$ cat config.mk
export PLATFORM = sky130hd
export DESIGN_NAME = skeleton_draw_scheduler_flat
export DESIGN_NICKNAME = d
export VERILOG_FILES = /design/src/rtl/skeleton_draw_scheduler_if.sv /design/src/rtl/skeleton_draw_scheduler.sv /design/src/flat_wrapper.sv
export SDC_FILE = /design/constraint.sdc
export NUM_CORES = 1
export LEC_CHECK = 0
export BUFFER_PORTS_ARGS = -buffer_cell sky130_fd_sc_hd__buf_2
export CORE_UTILIZATION = 58
export DETAILED_ROUTE_END_ITERATION = 6
export PLACE_DENSITY = 0.86
export SLEW_MARGIN = 10
export SYNTH_ARGS = -nofsm -noshare
export SYNTH_HDL_FRONTEND = slang
export SYNTH_SLANG_ARGS = --single-unit
$ cat constraint.sdc
create_clock -name clk -period 13.6 [get_ports clk]
set_input_delay 2.04 -clock clk [delete_from_list [all_inputs] [get_ports clk]]
set_output_delay 2.04 -clock clk [all_outputs]
set_load 0.02 [all_outputs]
$ cat src/rtl/skeleton_draw_scheduler_if.sv
// Segment handshake between the skeleton draw scheduler and the line-draw engine.
// The scheduler owns valid and the segment payload; the line engine owns ready.
interface skeleton_draw_scheduler_if;
    logic        seg_valid;
    logic        seg_ready;
    logic [9:0]  seg_x0;
    logic [9:0]  seg_y0;
    logic [9:0]  seg_x1;
    logic [9:0]  seg_y1;
    logic [11:0] seg_color;

    modport master (
        output seg_valid, seg_x0, seg_y0, seg_x1, seg_y1, seg_color,
        input  seg_ready
    );

    modport slave (
        input  seg_valid, seg_x0, seg_y0, seg_x1, seg_y1, seg_color,
        output seg_ready
    );
endinterface

$ cat src/rtl/skeleton_draw_scheduler.sv
// Brings SPI pose frames into the clk domain and, during vertical blanking, erases
// the previous three-segment skeleton and draws the new one through the line engine.
module skeleton_draw_scheduler #(
    parameter int          H_ACTIVE    = 640,
    parameter int          V_ACTIVE    = 480,
    parameter logic [11:0] BG_COLOR    = 12'h000,
    parameter int          SYNC_STAGES = 2
) (
    input  logic                              clk,
    input  logic                              reset,
    input  logic                              frame_done,
    input  logic [127:0]                      frame_data,
    input  logic                              vblank,
    skeleton_draw_scheduler_if.master         seg,
    output logic                              busy,
    output logic                              frame_drawn,
    output logic [7:0]                        drop_cnt
);

    typedef enum logic [2:0] {
        IDLE, ERASE0, ERASE1, ERASE2, DRAW0, DRAW1, DRAW2
    } state_t;

    // Point storage: index 2*i is x_{i+1}, index 2*i+1 is y_{i+1}.
    typedef logic [7:0][9:0] pts_t;

    localparam logic [9:0] X_MAX = 10'(H_ACTIVE - 1);
    localparam logic [9:0] Y_MAX = 10'(V_ACTIVE - 1);

    function automatic pts_t unpack_clamp(input logic [127:0] d);
        pts_t       p;
        logic [9:0] f;
        for (int i = 0; i < 8; i++) begin
            f = d[127 - 10*i -: 10];
            if (i % 2 == 0) p[i] = (f > X_MAX) ? X_MAX : f;
            else            p[i] = (f > Y_MAX) ? Y_MAX : f;
        end
        return p;
    endfunction

    logic [SYNC_STAGES-1:0] sync_q;
    logic                   edge_q;
    logic                   capture;
    logic                   launch;
    logic                   xfer;
    logic                   pending;
    logic                   have_prev;
    pts_t                   pend_pts;
    pts_t                   new_pts;
    pts_t                   cur_pts;
    logic [11:0]            pend_rgb;
    logic [11:0]            new_rgb;
    state_t                 state;
    state_t                 state_n;
    pts_t                   src_pts;
    logic [11:0]            nxt_color;
    logic [1:0]             nxt_idx;
    logic                   seg_load;
    logic [9:0]             x0_q, y0_q, x1_q, y1_q;
    logic [11:0]            color_q;
    logic                   unused_bits;

    assign unused_bits = ^frame_data[35:0];

    always_ff @(posedge clk or posedge reset) begin
        if (reset) begin
            sync_q <= '0;
            edge_q <= 1'b0;
        end else begin
            sync_q <= {sync_q[SYNC_STAGES-2:0], frame_done};
            edge_q <= sync_q[SYNC_STAGES-1];
        end
    end

    assign capture = sync_q[SYNC_STAGES-1] & ~edge_q;
    assign launch  = (state == IDLE) & pending & vblank;
    assign xfer    = seg.seg_valid & seg.seg_ready;

    // A capture in the same cycle as a launch refills pending without counting a drop.
    always_ff @(posedge clk or posedge reset) begin
        if (reset) begin
            pending  <= 1'b0;
            pend_pts <= '0;
            pend_rgb <= '0;
            drop_cnt <= '0;
        end else if (capture) begin
            pend_pts <= unpack_clamp(frame_data);
            pend_rgb <= frame_data[47:36];
            pending  <= 1'b1;
            if (pending && !launch && drop_cnt != 8'hFF)
                drop_cnt <= drop_cnt + 8'd1;
        end else if (launch) begin
            pending <= 1'b0;
        end
    end

    always_ff @(posedge clk or posedge reset) begin
        if (reset) begin
            new_pts     <= '0;
            new_rgb     <= '0;
            cur_pts     <= '0;
            have_prev   <= 1'b0;
            frame_drawn <= 1'b0;
        end else begin
            frame_drawn <= 1'b0;
            if (launch) begin
                new_pts <= pend_pts;
                new_rgb <= pend_rgb;
            end
            if (state == DRAW2 && xfer) begin
                cur_pts     <= new_pts;
                have_prev   <= 1'b1;
                frame_drawn <= 1'b1;
            end
        end
    end

    always_ff @(posedge clk or posedge reset) begin
        if (reset) state <= IDLE;
        else       state <= state_n;
    end

    always_comb begin
        state_n = state;
        unique case (state)
            IDLE:    if (launch) state_n = have_prev ? ERASE0 : DRAW0;
            ERASE0:  if (xfer)   state_n = ERASE1;
            ERASE1:  if (xfer)   state_n = ERASE2;
            ERASE2:  if (xfer)   state_n = DRAW0;
            DRAW0:   if (xfer)   state_n = DRAW1;
            DRAW1:   if (xfer)   state_n = DRAW2;
            DRAW2:   if (xfer)   state_n = IDLE;
            default:             state_n = IDLE;
        endcase
    end

    // The launch edge also loads the new register, so DRAW0 straight from IDLE reads pending.
    always_comb begin
        src_pts   = (state == IDLE) ? pend_pts : new_pts;
        nxt_color = (state == IDLE) ? pend_rgb : new_rgb;
        nxt_idx   = 2'd0;
        unique case (state_n)
            ERASE0:  begin src_pts = cur_pts; nxt_color = BG_COLOR; nxt_idx = 2'd0; end
            ERASE1:  begin src_pts = cur_pts; nxt_color = BG_COLOR; nxt_idx = 2'd1; end
            ERASE2:  begin src_pts = cur_pts; nxt_color = BG_COLOR; nxt_idx = 2'd2; end
            DRAW1:   nxt_idx = 2'd1;
            DRAW2:   nxt_idx = 2'd2;
            default: nxt_idx = 2'd0;
        endcase
    end

    assign seg_load = (state_n != state) && (state_n != IDLE);

    always_ff @(posedge clk or posedge reset) begin
        if (reset) begin
            x0_q    <= '0;
            y0_q    <= '0;
            x1_q    <= '0;
            y1_q    <= '0;
            color_q <= '0;
        end else if (seg_load) begin
            x0_q    <= src_pts[{nxt_idx, 1'b0}];
            y0_q    <= src_pts[{nxt_idx, 1'b0} + 3'd1];
            x1_q    <= src_pts[{nxt_idx, 1'b0} + 3'd2];
            y1_q    <= src_pts[{nxt_idx, 1'b0} + 3'd3];
            color_q <= nxt_color;
        end
    end

    assign seg.seg_valid = (state != IDLE);
    assign seg.seg_x0    = x0_q;
    assign seg.seg_y0    = y0_q;
    assign seg.seg_x1    = x1_q;
    assign seg.seg_y1    = y1_q;
    assign seg.seg_color = color_q;
    assign busy          = (state != IDLE);

endmodule

$ cat src/flat_wrapper.sv
// flat-port wrapper written by rule: the top's interface ports become plain ports
module skeleton_draw_scheduler_flat 
#(
    parameter int          H_ACTIVE    = 640,
    parameter int          V_ACTIVE    = 480,
    parameter logic [11:0] BG_COLOR    = 12'h000,
    parameter int          SYNC_STAGES = 2
)
  (clk, reset, frame_done, frame_data, vblank, busy, frame_drawn, drop_cnt, seg_seg_valid, seg_seg_x0, seg_seg_y0, seg_seg_x1, seg_seg_y1, seg_seg_color, seg_seg_ready);
  skeleton_draw_scheduler_if seg_i ();
  input  logic clk;
  input  logic reset;
  input  logic frame_done;
  input  logic [127:0] frame_data;
  input  logic vblank;
  output logic busy;
  output logic frame_drawn;
  output logic [7:0] drop_cnt;
  output wire logic [$bits(seg_i.seg_valid)-1:0] seg_seg_valid;
  output wire logic [$bits(seg_i.seg_x0)-1:0] seg_seg_x0;
  output wire logic [$bits(seg_i.seg_y0)-1:0] seg_seg_y0;
  output wire logic [$bits(seg_i.seg_x1)-1:0] seg_seg_x1;
  output wire logic [$bits(seg_i.seg_y1)-1:0] seg_seg_y1;
  output wire logic [$bits(seg_i.seg_color)-1:0] seg_seg_color;
  input wire logic [$bits(seg_i.seg_ready)-1:0] seg_seg_ready;
  assign seg_seg_valid = seg_i.seg_valid;
  assign seg_seg_x0 = seg_i.seg_x0;
  assign seg_seg_y0 = seg_i.seg_y0;
  assign seg_seg_x1 = seg_i.seg_x1;
  assign seg_seg_y1 = seg_i.seg_y1;
  assign seg_seg_color = seg_i.seg_color;
  assign seg_i.seg_ready = seg_seg_ready;
  skeleton_draw_scheduler #(.H_ACTIVE(H_ACTIVE), .V_ACTIVE(V_ACTIVE), .BG_COLOR(BG_COLOR), .SYNC_STAGES(SYNC_STAGES)) u_core (.clk(clk), .reset(reset), .frame_done(frame_done), .frame_data(frame_data), .vblank(vblank), .seg(seg_i), .busy(busy), .frame_drawn(frame_drawn), .drop_cnt(drop_cnt));
endmodule
# Yosys cells after proc, flatten, opt, wreduce, memory -nomap -nowiden
# Cells that the tools add are included.
[op_classes]
addsub = 4
n_mul = 0
div = 0
magnitude_cmp = 12
n_eq_ne = 13
shift = 0
muxes = 33
bitwise = 5
n_reduce_logical = 13
[op_table]
columns = ["op", "n"]
rows = [
  ["$mux W80", 2],
  ["$mux W10", 12],
  ["$bmux W10 S3", 3],
  ["$gt A10 B10 Y1 const B", 4],
  ["$gt A10 B9 Y1 const B", 4],
  ["$mux W12", 2],
  ["$mux W3", 8],
  ["$pmux W3 S7", 1],
  ["$bmux W10 S2", 1],
  ["$lt A3 B4 Y1 const B", 4],
  ["$eq A3 B3 Y1 const B", 5],
  ["$eq A3 B2 Y1 const B", 4],
  ["$add A8 B1 Y8 const B", 1],
  ["$ne A8 B8 Y1 const B", 1],
  ["$add A3 B2 Y3 const B", 2],
  ["$eq A3 B1 Y1 const B", 2],
  ["$reduce_bool A3 Y1", 2],
  ["$and A1 B1 Y1", 4],
  ["$logic_and A1 B1 Y1", 4],
  ["$pmux W2 S2", 1],
  ["$reduce_or A2 Y1", 2],
  ["$add A3 B1 Y3 const B", 1],
  ["$logic_not A3 Y1", 1],
  ["$mux W1", 3],
  ["other kinds (6)", 6],
]
[totals]
ff_bits = 333
latchBits = 0
ramBits = 0
mem_bits_ro = 0
input_bits = 133
output_inout_bits = 63
wordCells = 118
n_memories = 0

# Longest topological paths before layout
[logic_depth]
word_depth = 11
ltp_mapped = 10
depth_no_buf = 6

# Worst setup path after synthesis
# OpenSTA, ideal clock, no wires.
[synth_timing]
path_kind = "reg-to-output"
start = "register u_core.state[1]"
end = "output seg_seg_valid"
arrival_time_ns = 1.440
required_ns = 11.560
path_slack_ns = 10.120
stages_incl_launch_ff = 8
n_path_buf = 5
cell_sequence = "dfrtp_1 buf_2 nor3_2 inv_2 buf_2 buf_2 buf_2 buf_4"
[synth_via]
elab_chain_len = 1
[synth_lines]
columns = ["item", "line_no", "text"]
rows = [
  ["start, declared", "skeleton_draw_scheduler.sv:53", "state_t state;"],
  ["start signal, assigned", "skeleton_draw_scheduler.sv:120", "else state <= state_n;"],
  ["$reduce_bool A3 Y1", "-", ""],
  ["end, declared", "flat_wrapper.sv:19", "output wire logic [$bits(seg_i.seg_valid)-1:0] seg_seg_valid;"],
]
# Every way passes these cells.

# Final worst setup path
[layout_timing]
start = "register u_core.state[0]"
end = "output busy"
[layout_via]
elab_chain_len = 1
[layout_lines]
columns = ["item", "line_no", "text"]
rows = [
  ["$reduce_bool A3 Y1", "skeleton_draw_scheduler.sv:176", "assign busy = (state != IDLE);"],
  ["end, declared", "flat_wrapper.sv:16", "output logic busy;"],
]
# Every way passes these cells.

==> summary.txt <==
Initial antenna violation count: 2
Fill count: 1954
Pwr dens: 243.1 nW/um^2
DR vias/cell: 6.216
Initial DRT Pass Iterations: 6
Drc violations: 0
Outcome: completed
R2R depth: 6
Combinational share of power: 37.5%
Die height: 165.0 um
Final Setup Violations: 0
Post-synthesis compound-gate area fraction: 13.39%
Initial DRC Count: 1770
Critical path depth: 3
Largest net degree at the start of global routing: 199
Final Skew: 0.02342 ns
Syn nets: 1718
CTS tree: built
Tot GR Track Use: 31.71%
Cells after synthesis: 1584
Mapped Area: 15410 um^2
Async set or reset register ratio after synthesis: 100.0%
Layout cells sized above 1: 20.36%
Final period utilization: 36.66%
Worst skew pair latency: 0.52 ns
Die area: 27220 um^2
Commonest non-fill, non-tap cells in the layout: nand2_1, dfrtp_1, buf_2
Hold crit path type: flop to flop
Placed cells: 1976
GPL Wtd Cong: 0.8478
Maxcap violations: 0
Sw Pwr: 1.710 mW
GR Overflow Total: 0
EDFF count, synth: 0
Core Area: 26060 um^2
Clock-pin slew on the worst setup and hold paths: 0.06 ns
Postcts setup bufs: 0
CP Class: flop to output pin
Global-route wire length before repair: 66910 um
Reg power frac: 38.9%
CTS Hold Bufs: 0
Ports: 196
VDD IR max: 0.1923 mV
Xor/xnor share of the synthesized area: 0.4548%
Chip width: 165.0 um
Remaining antenna violation count after routing: 0
Syn Area/Cell: 9.727 um^2
Hpwl dp: 25630 um
Post-Layout Cell Count: 2039
RSZ-0062 raised after global routing: no
Initial core utilization: 59.13%
Max Fclk: 200.6 MHz
Net Sw Frac: 40.23%
Critical path, cell by cell: nor3_4 > inv_2 > buf_2
TritonCTS Sinks: 333
PostCTS Resize Cnt: 0
# diodes: 0
Period minus WS final: 4.985 ns
Port Buffers: 159
Clock power share: 23.6%
CP bufs+invs: 2
TNS Setup: 0 ns
Final hold viol count: 0
LEAKAGE: 8.092 nW
Area growth syn-to-layout: 13.48%
H-Tree Depth: 2
Syn. warnings: 0
Post-synthesis mux area share: 7.577%
Num CTS Buffers: 36
Adder-cell area share of the yosys netlist: 0.08121%
CP arrival: 2.95 ns
Critical path's top delay family: simple AND/OR/NAND/NOR gates
Critical path's slowest cell: nor3_4
Hold Path Depth: 0
Flops & latches, synth: 333
Layout net count: 1813
Count of cell types in the netlist: 44
Root Buffer: clkbuf_16
Post-synthesis sequential area ratio: 54.08%
Ys flop type: dfrtp_1
Worst Path Required: 11.56 ns
Clk buf depth: 3
Crit path max fanout: 43
Slew Viols, Final: 0
Cell internal pwr: 2.540 mW
Most common cell after layout, fill and taps aside: nand2_1
Worst slew pin tran: 1.122 ns
Combinational family with the most area after synthesis: simple AND/OR/NAND/NOR gates
Cell Rows: 59
Routed WL: 41850 um
Final design utilization: 67.10%
Max-slew headroom: 25.04%
Worst path max stage delay: 0.92 ns
Vias in the first global route: 12560
Vias: 12670
WL/cell: 20.53 um
Critical path startpoint category: flop
Post-Synth Simple-Gate Area: 20.38%
Worst Setup End Kind: output pin
## Yosys cell counts (10+ instances only)
cell / instances / share of area [%]
nand2_1: 548 / 13
dfrtp_1: 333 / 54
mux2_2: 93 / 6.8
nand3_1: 75 / 2.4
o211ai_1: 75 / 3.7
buf_2: 64 / 2.1
o22a_1: 49 / 2.8
clkbuf_1: 39 / 0.95
a22oi_1: 37 / 1.8
nand4_1: 35 / 1.4
a22o_1: 26 / 1.5
or3_1: 26 / 1.1
nor2_1: 24 / 0.58
o21ai_0: 24 / 0.78
mux2i_1: 12 / 0.78
o31ai_1: 12 / 0.58
o2111ai_1: 11 / 0.63
buf_1: 10 / 0.24
inv_1: 10 / 0.24
## worst reg2reg max path, cell delays in order (launching register included)
cell and delay [ns]:
dfrtp_2 0.74, nor3_4 0.93, inv_2 0.47, nor2_4 0.26, buf_4 0.55, buf_4 0.76, mux2_2 0.46
## per-stage QoR
| step | area, um^2 | setup slack [ns] | total power, mW | hold WS [ns] |
|---|---|---|---|---|
| floorplan | 15410 | 2.335 | 2.772 | 0.3312 |
| CTS | 17480 | 8.666 | 4.241 | 0.3557 |
| global placement | 16260 | 9.207 | 3.140 | 0.3394 |
| detailed placement | 16260 | 9.239 | 3.224 | 0.3380 |
| global route | 17480 | 8.545 | 4.492 | 0.3570 |
| finish | 17480 | 8.615 | 4.250 | 0.3532 |
## layout make-up
class	count	area (um^2)	area share, %
Clock buffer	53	1096	6.269
Inverter	12	53.80	0.3077
Multi-Input combinational cell	1118	6501	37.18
Clock inverter	10	128.9	0.7371
Tap cell	335	419.2	2.397
Sequential cell	333	8334	47.67
Timing Repair Buffer	178	950.9	5.439
## cell families after synthesis
kind of cell               after synthesis
AOI/OAI and AO/OA                      260
xor gates and xnor gates                 8
adders and majority gates                1
buffers and inverters                  133
DFF                                    333
muxes                                  105
and+or+nand+nor                        744
## worst paths after layout
kind,from,to,slack (ns)
worst max-delay path,u_core.state[0],busy,8.61
worst min-delay path,u_core.sync_q[0],u_core.sync_q[1],0.35
worst max register to register,u_core.state[0],u_core.new_pts[3],9.34
worst min register to register,u_core.sync_q[0],u_core.sync_q[1],0.35
max in group asynchronous,reset,u_core.pend_pts[14],10.35
min in group asynchronous,reset,u_core.sync_q[0],1.68
## layer usage
layer | up-vias | GRT usage, % | routed length [um]
met3 | 94 | 7.207 | 3903
li1 | 5710 | - | -
met1 | 6253 | 42.52 | 16680
met2 | 615 | 50.10 | 19950
met5 | - | 0 | 13
met4 | 2 | 12.47 | 1301
## power by group through the flow
stage          clock network [mW]  logic, mW  registers [mW]
3_3_place_gp                    0       1.51            1.63
4_1_cts                      1.01       1.59            1.64
6_report                     1.00       1.59            1.65
2_1_floorplan                   0       1.14            1.63
3_5_place_dp                    0       1.57            1.65
5_1_grt                      1.05       1.75            1.69
## flip-flops by register name, indices dropped and copies added, names as in the netlist
name and count:
u_core.cur_pts 80, u_core.new_pts 80, u_core.pend_pts 80, u_core.new_rgb 12, u_core.pend_rgb 12, u_core.seg.seg_color 12, u_core.seg.seg_x0 10, u_core.seg.seg_x1 10
u_core.seg.seg_y0 10, u_core.seg.seg_y1 10, u_core.drop_cnt 8, u_core.state 3, u_core.sync_q 2, u_core.edge_q 1, u_core.frame_drawn 1, u_core.have_prev 1
u_core.pending 1
Power figures use the tool's default switching activity.
